`src/rtl/toi2s_pkg.sv`:
```
// rtl/toi2s_pkg.sv - shared types and register-bank field widths for the toi2s PWM path
//
// Contents:
//   pwm_mode_t : PWM_EDGE (0) / PWM_CENTER (1) alignment select
//   RB_PWM_*_W : register-bank field widths for the PWM configuration
//   sys_cfg_t  : system configuration word carried from rb_toi2s
package toi2s_pkg;

   typedef enum logic {
      PWM_EDGE   = 1'b0,
      PWM_CENTER = 1'b1
   } pwm_mode_t;

   localparam int PWM_N_CH          = 2;
   localparam int PWM_WIDTH         = 8;
   localparam int PWM_PRESCALE_W    = 4;

   localparam int RB_PWM_MODE_W     = 1;
   localparam int RB_PWM_PRESCALE_W = PWM_PRESCALE_W;
   localparam int RB_PWM_DUTY_W     = PWM_N_CH * PWM_WIDTH;

   typedef struct packed {
      logic                         pwm_ena;
      logic [RB_PWM_MODE_W-1:0]     pwm_mode;
      logic [RB_PWM_PRESCALE_W-1:0] pwm_prescale;
      logic [RB_PWM_DUTY_W-1:0]     pwm_duty;
   } sys_cfg_t;

endpackage

```
`src/rtl/pwm_timebase.sv`:
```
// rtl/pwm_timebase.sv - shared prescaler, up/up-down counter and period boundary strobe
//
// Ports:
//   clk, resetb : clock, asynchronous active-low reset
//   ena         : run enable; when low everything is parked at count 0, direction up
//   mode        : requested alignment (pwm_mode_t encoding), latched at each boundary
//   prescale    : requested divider P, latched at each boundary
//   count       : current counter value
//   boundary    : high on the cycle the counter reads 0 at the start of a period
module pwm_timebase
   import toi2s_pkg::*;
#(
   parameter int WIDTH      = 8,
   parameter int PRESCALE_W = 4
) (
   input  logic                  clk,
   input  logic                  resetb,
   input  logic                  ena,
   input  logic                  mode,
   input  logic [PRESCALE_W-1:0] prescale,
   output logic [WIDTH-1:0]      count,
   output logic                  boundary
);

   // Top counter value M-1 = 2^WIDTH - 2
   localparam logic [WIDTH-1:0] CNT_TOP = {{(WIDTH-1){1'b1}}, 1'b0};

   logic [PRESCALE_W-1:0] presc_cnt_q, presc_cnt_d;
   logic [WIDTH-1:0]      count_q, count_d;
   logic                  dir_q, dir_d;          // 0 = counting up
   pwm_mode_t             mode_w_q, mode_w_d;
   logic [PRESCALE_W-1:0] presc_w_q, presc_w_d;
   logic                  run_q, run_d;          // ena was high last cycle
   logic                  wrap_q, wrap_d;        // last tick reloaded count 0 going up

   pwm_mode_t             mode_eff;
   logic [PRESCALE_W-1:0] presc_eff;
   logic                  tick;

   // The boundary cycle uses the live inputs so the new working copies
   // govern the whole period that starts here.
   assign boundary  = ena & (~run_q | wrap_q);
   assign mode_eff  = boundary ? pwm_mode_t'(mode) : mode_w_q;
   assign presc_eff = boundary ? prescale : presc_w_q;
   assign tick      = ena & (presc_cnt_q == presc_eff);
   assign count     = count_q;

   always_comb begin
      presc_cnt_d = presc_cnt_q;
      count_d     = count_q;
      dir_d       = dir_q;
      mode_w_d    = mode_w_q;
      presc_w_d   = presc_w_q;
      run_d       = run_q;
      wrap_d      = 1'b0;
      if (!ena) begin
         presc_cnt_d = '0;
         count_d     = '0;
         dir_d       = 1'b0;
         run_d       = 1'b0;
      end else begin
         run_d       = 1'b1;
         mode_w_d    = mode_eff;
         presc_w_d   = presc_eff;
         presc_cnt_d = tick ? '0 : presc_cnt_q + 1'b1;
         if (tick) begin
            if (mode_eff == PWM_EDGE) begin
               dir_d = 1'b0;
               if (count_q == CNT_TOP) begin
                  count_d = '0;
                  wrap_d  = 1'b1;
               end else begin
                  count_d = count_q + 1'b1;
               end
            end else if (!dir_q) begin
               // Hold the end value for a second tick while turning around
               if (count_q == CNT_TOP) dir_d = 1'b1;
               else                    count_d = count_q + 1'b1;
            end else begin
               if (count_q == '0) begin
                  dir_d  = 1'b0;
                  wrap_d = 1'b1;
               end else begin
                  count_d = count_q - 1'b1;
               end
            end
         end
      end
   end

   always_ff @(posedge clk or negedge resetb) begin
      if (!resetb) begin
         presc_cnt_q <= '0;
         count_q     <= '0;
         dir_q       <= 1'b0;
         mode_w_q    <= PWM_EDGE;
         presc_w_q   <= '0;
         run_q       <= 1'b0;
         wrap_q      <= 1'b0;
      end else begin
         presc_cnt_q <= presc_cnt_d;
         count_q     <= count_d;
         dir_q       <= dir_d;
         mode_w_q    <= mode_w_d;
         presc_w_q   <= presc_w_d;
         run_q       <= run_d;
         wrap_q      <= wrap_d;
      end
   end

endmodule

```
`src/rtl/pwm_multi_ch.sv`:
```
// rtl/pwm_multi_ch.sv - N-channel PWM with shared time base and double-buffered duties
//
// Ports:
//   clk, resetb  : clock, asynchronous active-low reset
//   ena          : run enable
//   mode         : 0 edge-aligned, 1 center-aligned
//   prescale     : time-base divider P
//   duty         : requested duties, channel k at [k*WIDTH +: WIDTH]
//   update_req   : pulse, snapshot duty into the shadow registers
//   update_done  : pulse, shadow values became active
//   period_start : pulse at each period boundary
//   pwm_out      : registered PWM outputs
module pwm_multi_ch
   import toi2s_pkg::*;
#(
   parameter int N_CH       = 2,
   parameter int WIDTH      = 8,
   parameter int PRESCALE_W = 4
) (
   input  logic                   clk,
   input  logic                   resetb,
   input  logic                   ena,
   input  logic                   mode,
   input  logic [PRESCALE_W-1:0]  prescale,
   input  logic [N_CH*WIDTH-1:0]  duty,
   input  logic                   update_req,
   output logic                   update_done,
   output logic                   period_start,
   output logic [N_CH-1:0]        pwm_out
);

   logic [WIDTH-1:0] count;
   logic             boundary;
   logic             pending_q, pending_d;
   logic             dis_done_q, dis_done_d;
   logic             apply;

   pwm_timebase #(
      .WIDTH      (WIDTH),
      .PRESCALE_W (PRESCALE_W)
   ) u_timebase (
      .clk      (clk),
      .resetb   (resetb),
      .ena      (ena),
      .mode     (mode),
      .prescale (prescale),
      .count    (count),
      .boundary (boundary)
   );

   assign apply        = boundary & pending_q;
   assign update_done  = apply | dis_done_q;
   assign period_start = boundary;

   // A request on a boundary cycle re-arms pending after the current shadow
   // has been applied, so the new value waits for the following boundary.
   always_comb begin
      pending_d  = pending_q;
      dis_done_d = ~ena & update_req;
      if (!ena) begin
         if (update_req) pending_d = 1'b0;
      end else if (update_req) begin
         pending_d = 1'b1;
      end else if (apply) begin
         pending_d = 1'b0;
      end
   end

   always_ff @(posedge clk or negedge resetb) begin
      if (!resetb) begin
         pending_q  <= 1'b0;
         dis_done_q <= 1'b0;
      end else begin
         pending_q  <= pending_d;
         dis_done_q <= dis_done_d;
      end
   end

   for (genvar k = 0; k < N_CH; k++) begin : g_ch
      logic [WIDTH-1:0] shadow_q, shadow_d;
      logic [WIDTH-1:0] active_q, active_d;
      logic [WIDTH-1:0] active_eff;
      logic             pwm_q, pwm_d;

      // Compare against the incoming value on the apply cycle so the first
      // count of the new period already uses the new duty.
      always_comb begin
         shadow_d   = shadow_q;
         active_eff = apply ? shadow_q : active_q;
         active_d   = active_eff;
         if (update_req) begin
            shadow_d = duty[k*WIDTH +: WIDTH];
            if (!ena) active_d = duty[k*WIDTH +: WIDTH];
         end
         pwm_d = ena & (count < active_eff);
      end

      always_ff @(posedge clk or negedge resetb) begin
         if (!resetb) begin
            shadow_q <= '0;
            active_q <= '0;
            pwm_q    <= 1'b0;
         end else begin
            shadow_q <= shadow_d;
            active_q <= active_d;
            pwm_q    <= pwm_d;
         end
      end

      assign pwm_out[k] = pwm_q;
   end

endmodule

```
`config.mk`:
```
export PLATFORM = sky130hd
export DESIGN_NAME = pwm_multi_ch
export DESIGN_NICKNAME = d
export VERILOG_FILES = /design/src/rtl/toi2s_pkg.sv /design/src/rtl/pwm_timebase.sv /design/src/rtl/pwm_multi_ch.sv
export SDC_FILE = /design/constraint.sdc
export NUM_CORES = 1
export LEC_CHECK = 0
export CORE_ASPECT_RATIO = 1.2
export CORE_MARGIN = 2
export CORE_UTILIZATION = 34
export CTS_BUF_LIST = sky130_fd_sc_hd__clkbuf_8
export DETAILED_ROUTE_END_ITERATION = 8
export HOLD_SLACK_MARGIN = 0.08
export PLACE_DENSITY = 0.55
export SLEW_MARGIN = 20
export SYNTH_ARGS = -nofsm -noshare
export SYNTH_HDL_FRONTEND = slang
export SYNTH_SLANG_ARGS = --single-unit
export TNS_END_PERCENT = 50
```
`constraint.sdc`:
```
create_clock -name clk -period 4.54 [get_ports clk]
set_input_delay 0.454 -clock clk [delete_from_list [all_inputs] [get_ports clk]]
set_output_delay 0.454 -clock clk [all_outputs]
set_load 0.05 [all_outputs]
```
==> Word-level counts from Yosys, hierarchy flattened <==
Index checks and enable logic that the tools add are counted.
{ "op_classes": {"n_addsub": 3, "order_cmp": 2, "eq_ne": 5, "n_mux": 33, "n_bitwise": 10, "n_reduce_logical": 5} }
{ "ops": {"columns": ["op", "count"], "rows": [
  ["8-bit 2-to-1 mux", 13],
  ["1-bit 2-to-1 mux", 17],
  ["8-bit less-than comparator", 2],
  ["4-bit 2-to-1 mux", 3],
  ["8-bit by 1-bit adder with 8-bit output (second input constant)", 1],
  ["8-bit == test (second input constant)", 1],
  ["8-bit zero test", 1],
  ["8-bit by 1-bit subtractor with 8-bit output (second input constant)", 1],
  ["1-bit bitwise AND", 6],
  ["4-bit by 1-bit adder with 4-bit output (second input constant)", 1],
  ["4-bit == test", 1],
  ["4-bit by 3-bit != test with 1-bit output (second input constant)", 1],
  ["4-bit != test (second input constant)", 1],
  ["2-bit nonzero test", 2],
  ["3-bit AND reduction", 1],
  ["2-bit by 1-bit != test with 1-bit output (second input constant)", 1],
  ["1-bit NOT", 2],
  ["1-bit bitwise OR", 2],
  ["2-bit AND reduction", 1]
]} }
{ "totals": {"regBits": 56, "output_inout_bits": 4, "word_cells": 73} }

==> Longest topological paths before layout <==
{ "logic_depth": {"ltp_word": 8, "depth_mapped": 9} }

==> By module <==
Synthesis repeated with hierarchy kept, for this count alone.
{ "unflattened": {"cells_unflattened": 310, "hier_area_um2": 3233.1} }
{ "by_module_without_submodules": {"columns": ["mod", "instances", "cells_per_inst", "area_each_um2", "seq_area_each_um2"], "rows": [
  ["pwm_multi_ch", 1, 153, 1844.3, 900.9],
  ["pwm_timebase", 1, 157, 1388.8, 500.5]
]} }

==> Worst setup path before layout <==
OpenSTA, ideal clock, no wires.
{ "synth_timing": {"kind": "flip-flop to flip-flop", "from": "register u_timebase.count_q[0], in the netlist u_timebase.count[0]", "to": "register u_timebase.count_q[3], in the netlist u_timebase.count[3]", "setup_time_ns": 0.123, "arrival_ns": 2.190, "t_required_ns": 4.417, "slack_ns": 2.227, "path_stages_with_launch": 10, "path_buffers": 1, "synth_period_minus_slack_ns": 2.313, "cell_sequence": "dfrtp_1 inv_1 ha_1 nand4_1 or2_1 or3_1 buf_6 and4_4 or3_1 o221a_1"} }
{ "synth_via": {"elab_chain_len": 6, "elab_cells_between_ends": 14} }
{ "synth_lines": {"columns": ["item", "line", "source"], "rows": [
  ["from (decl)", "pwm_timebase.sv:29", "logic [WIDTH-1:0] count_q, count_d;"],
  ["from (signal assigned)", "pwm_timebase.sv:102", "count_q <= count_d;"],
  ["8-bit by 1-bit adder with 8-bit output or 8-bit by 1-bit subtractor with 8-bit output (tied branches)", "pwm_timebase.sv:73, pwm_timebase.sv:78, pwm_timebase.sv:84", null],
  ["8-bit 2-to-1 mux, on equally long branches", "pwm_timebase.sv:77, pwm_timebase.sv:80", null],
  ["8-bit 2-to-1 mux", "pwm_timebase.sv:75", "end else if (!dir_q) begin"],
  ["8-bit 2-to-1 mux", "pwm_timebase.sv:67", "if (mode_eff == PWM_EDGE) begin"],
  ["8-bit 2-to-1 mux", "pwm_timebase.sv:66", "if (tick) begin"],
  ["8-bit 2-to-1 mux", "pwm_timebase.sv:56", "if (!ena) begin"]
]} }
Several ways; a longest one is shown, not always the timed one. The select of a mux whose other input is x is not followed.
A chain may end at the register's enable or synchronous reset.

==> Final worst setup path <==
{ "layout_timing": {"from": "input ena", "to": "output update_done"} }
{ "layout_via": {"elab_chain_len": 3} }
{ "layout_lines": {"columns": ["item", "line", "source"], "rows": [
  ["from (decl)", "pwm_multi_ch.sv:22", "input logic ena,"],
  ["1-bit bitwise AND", "pwm_timebase.sv:42", "assign boundary = ena & (~run_q | wrap_q);"],
  ["1-bit bitwise AND", "pwm_multi_ch.sv:51", "assign apply = boundary & pending_q;"],
  ["1-bit bitwise OR", "pwm_multi_ch.sv:52", "assign update_done = apply | dis_done_q;"],
  ["to (decl)", "pwm_multi_ch.sv:27", "output logic update_done,"]
]} }
No other way between the ends.

==> results by stage <==
Synthesis:
- The largest total area in the synthesized netlist belongs to dfrtp_1.
- Ranked by instance count, the synthesized netlist is headed by dfrtp_1, nor2_1, a21oi_1.
- By area the synthesized netlist is led by dfrtp_1, ha_1, mux2_2.
- Summing the sequential cell areas from Yosys gives 43.5% of the chip area.
- The number of standard cells after synthesis is 321.
- The async set or reset register ratio after synthesis is 100%.
- The synthesis warning total is 0.
- The proportion of netlist area held by the largest area contributor is 43.5%.
- dfrtp_1 is the most common cell in the netlist.
- Counting flops and latches in the post-synthesis netlist gives 56.
- The most used flip-flop cell after synthesis is dfrtp_1.
- Yosys mapped the design onto 55 distinct sky130hd cell types.
- In this run the mean area of a mapped cell was 10.0 sq um.
- The mapped netlist covers 0.00322 sq mm.
- The number of flops mapped to enable cells by yosys is 0.
- The net count after synthesis is 365.

Floorplan:
- Once the floorplan was initialized, standard cells occupied 35.3% of the core.
- From bottom edge to top edge, the die measures 111 um.
- The row count is 38.
- In this run the standard cell core region covers 0.00913 sq mm.
- The die boundary width is 92.8 um.
- The die covers 0.0103 sq mm.
- 29 I/O pins were placed.

Timing:
- The final setup TNS is 0 ps.
- The final number of setup-violating endpoints is 0.
- The final number of max-transition violations is 0.
- The setup skew after layout is 6.77 ps.
- The final cycle utilization of the critical path is 67.5%.
- In the post-route analysis, the smallest setup slack over all paths is 1470 ps.
- The routed design could run at a clock period as short as 3070 ps.
- The relative max-transition margin is 38.7%.
- The peak clock frequency supported by timing is 326 MHz.
- The count of final hold-check violations is 0.
- The actual slew at the worst max-slew pin is 915 ps.
- Setup repair after global routing left no endpoint under its margin.

Finish:
- The filler cells instantiated in the layout total 934.
- The repair_antennas step left the layout with diodes totalling 0.
- Once layout is complete, the utilization of the core stands at 40.1%.
- The count of nets after finishing is 384.
- The post-synthesis to final-layout area growth is 13.6%.
- The post-route netlist has 11.7% of its cells at a drive strength greater than 1.
- The finished cells cover 0.00366 sq mm.
- The number of standard cells in the layout, taps in and fillers out is 461.

Clock tree:
- The post-CTS resize count is 0.
- The longest clock path from root to sink contains 2 buffers.
- The number of clock sinks is 56.
- The post-CTS setup repair buffer count is 0.
- The clock transition at the register clock pins on the worst setup and hold paths after CTS is 100 ps.
- The clock root buffer master is clkbuf_8.
- The number of hold buffers added after cts is 0.
- Buffers inserted during clock tree synthesis total 5.
- Clock latency on the worst-skew pair, taken at its later pin, is 320 ps.
- TritonCTS built the clock tree.
- The H-tree generated during clock tree synthesis spans 2 levels.

Drt:
- The total number of vias is 2462.
- In the routed layout, each cell is associated on average with a via count of 5.34.
- The detail route stage leaves a number of antenna-violating nets equal to 0.
- The first detailed-routing pass took 4 iterations.
- The post-detailed-route wirelength per cell is 15.5 um.
- The final layout contains routed wiring with a total length of 7160 um.
- The DRC marker count from the first detailed-route iteration is 147.
- The remaining routing DRC violations is 0.

Setup path:
- The startpoint-to-endpoint class of the critical path is primary input to output port.
- Data on the critical path is required at its endpoint by 4090 ps.
- The worst setup path is captured at an output port.
- The worst stage delay on the critical path is 850 ps.
- Together, buffers and inverters on the worst path number 3.
- The worst register-to-register path ends at u_timebase.count[3].
- Across all register-to-register paths, the minimum setup slack is 1780 ps.
- The length in cells of the worst reg-to-reg path is 8.
- The kind of cell adding the most delay to the critical path is buffers and inverters.
- For the worst setup path, the data arrival time is 2610 ps.
- The nature of the critical path startpoint is a primary input.
- The slowest cell on the critical path is clkdlybuf4s50_1.
- Counting stages on the worst path, the most repeated cell is clkdlybuf4s50_1.
- Of all nets on the critical path, the largest fanout is 17.
- The startpoint of the worst-slack reg-to-reg timing path is u_timebase.count[0].
- The signal on the critical path passes through clkdlybuf4s50_1 -> nand3_1 -> buf_4 -> nand2b_1 -> clkdlybuf4s50_1.

Placed design:
- The setup slack at placement is 1150 ps.
- The number of buffers added on ports is 28.
- Counting tap cells, the placed design contains a total of 453 instances.
- The placer congestion estimate is 0.888.
- The HPWL after detailed placement is 5030 um.
- After detailed placement, the total cell area comes to 0.00354 sq mm.

Flow run:
- The max-cap check violation count is 0.

GRT:
- Global routing consumed, over all layers together, 14.6% of the routing resources.
- The total grt overflow is 0.
- The global-route wire length before repair is 12100 um.
- The initial antenna violation count is 0.
- The pin count of the biggest net entering global routing is 57.
- The via count of the first global-routing pass is 2515.

Run status:
- The run finished with clean final reports.

Pwr:
- Dividing total power by cell area gives a power density of 312 mW/mm^2.
- In this run the static leakage power is 1.66 nW.
- Across the VDD grid, the largest voltage drop is 0.108 mV.

Min path:
- The kind of path behind the tightest hold check is primary input to async pin.
-- cell type report --
class / count / area (sq um) / share of cell area [%]
multi-input combinational: 232 / 1640 / 45.0
sequential: 56 / 1400 / 38.3
timing repair buffer: 31 / 298 / 8.14
tap: 120 / 150 / 4.11
clock buffer: 5 / 68.8 / 1.88
inverter: 14 / 52.6 / 1.44
clock inverter: 3 / 42.5 / 1.16
-- flip-flops by register name, indices dropped and copies added (netlist names) --
register / flops
g_ch.active_q: 16
g_ch.shadow_q: 16
g_ch.pwm_q: 2
u_timebase.mode_w_q: 1
pending_q: 1
u_timebase.wrap_q: 1
u_timebase.presc_w_q: 4
u_timebase.dir_q: 1
u_timebase.presc_cnt_q: 4
u_timebase.run_q: 1
u_timebase.count: 8
dis_done_q: 1
-- kinds of logic (layout without fill, tap and decap cells) --
logic type / Yosys count / after routing / synth area share, %
simple gates: 97 / 97 / 15.3
xor+xnor: 6 / 6 / 1.63
compound gates: 76 / 76 / 15.4
mux: 34 / 34 / 11.3
flops: 56 / 56 / 43.5
buf+inv: 33 / 53 / 5.48
fa+ha+maj: 19 / 19 / 7.38
-- worst reg2reg max path, stage by stage (launching register included) --
cell and delay (ps):
dfrtp_1 520, inv_1 220, ha_1 170, nand4_1 100, or2_1 270, nor3_1 640, o31ai_1 200, a211o_1 320
o221a_1 210
-- worst max path at each step --
stage                   startpoint             endpoint  slack, ps  cells past startpoint
3_5_place_dp                   ena  u_timebase.count[5]       1150                      6
2_1_floorplan  u_timebase.count[0]  u_timebase.count[3]       2230                      9
6_report                       ena          update_done       1470                      5
5_1_grt                        ena          update_done       1340                      5
4_1_cts                        ena          update_done       1460                      5
3_3_place_gp                   ena  u_timebase.count[5]       1230                      6
-- layer usage --
metal | vias up | global-route usage, % | share of wire [%]
met2 | 72 | 24.6 | 50
met5 | - | 0 | 0
li1 | 1202 | - | -
met3 | 15 | 2.59 | 4.5
met4 | 0 | 6.08 | 2.2
met1 | 1173 | 18.3 | 43
-- power by group --
group	internal (mW)	leakage [nW]	switching [mW]
sequential	0.550	0.678	0.0332
clock	0.165	0.0599	0.170
combinational	0.103	0.920	0.121
total	0.818	1.66	0.324
-- stage by stage --
| stage | hold WS (ps) | total power [mW] |
|---|---|---|
| floorplan | 158 | 0.743 |
| global placement | 491 | 0.817 |
| detailed placement | 499 | 0.821 |
| CTS | 303 | 1.16 |
| global route | 323 | 1.21 |
| finish | 248 | 1.14 |
-- cells in the final DEF, fill, tap and decap left out, types with 3 or more instances in the layout --
cell | netlist | layout
a211oi_1 | 6 | 6
a21oi_1 | 29 | 29
and3_1 | 3 | 3
buf_4 | 3 | 3
clkbuf_8 | 0 | 5
clkdlybuf4s50_1 | 0 | 27
dfrtp_1 | 56 | 56
ha_1 | 19 | 19
inv_1 | 13 | 14
mux2_2 | 18 | 18
mux2i_1 | 16 | 16
nand2_1 | 15 | 14
nand2b_1 | 4 | 4
nand3_1 | 7 | 7
nand4_1 | 6 | 6
nor2_1 | 30 | 30
nor3_1 | 10 | 10
o211ai_1 | 7 | 7
o21ai_0 | 9 | 8
or2_2 | 4 | 4
or3_1 | 6 | 6
xnor2_1 | 6 | 6
No activity file was read; power rests on OpenSTA's default activity.
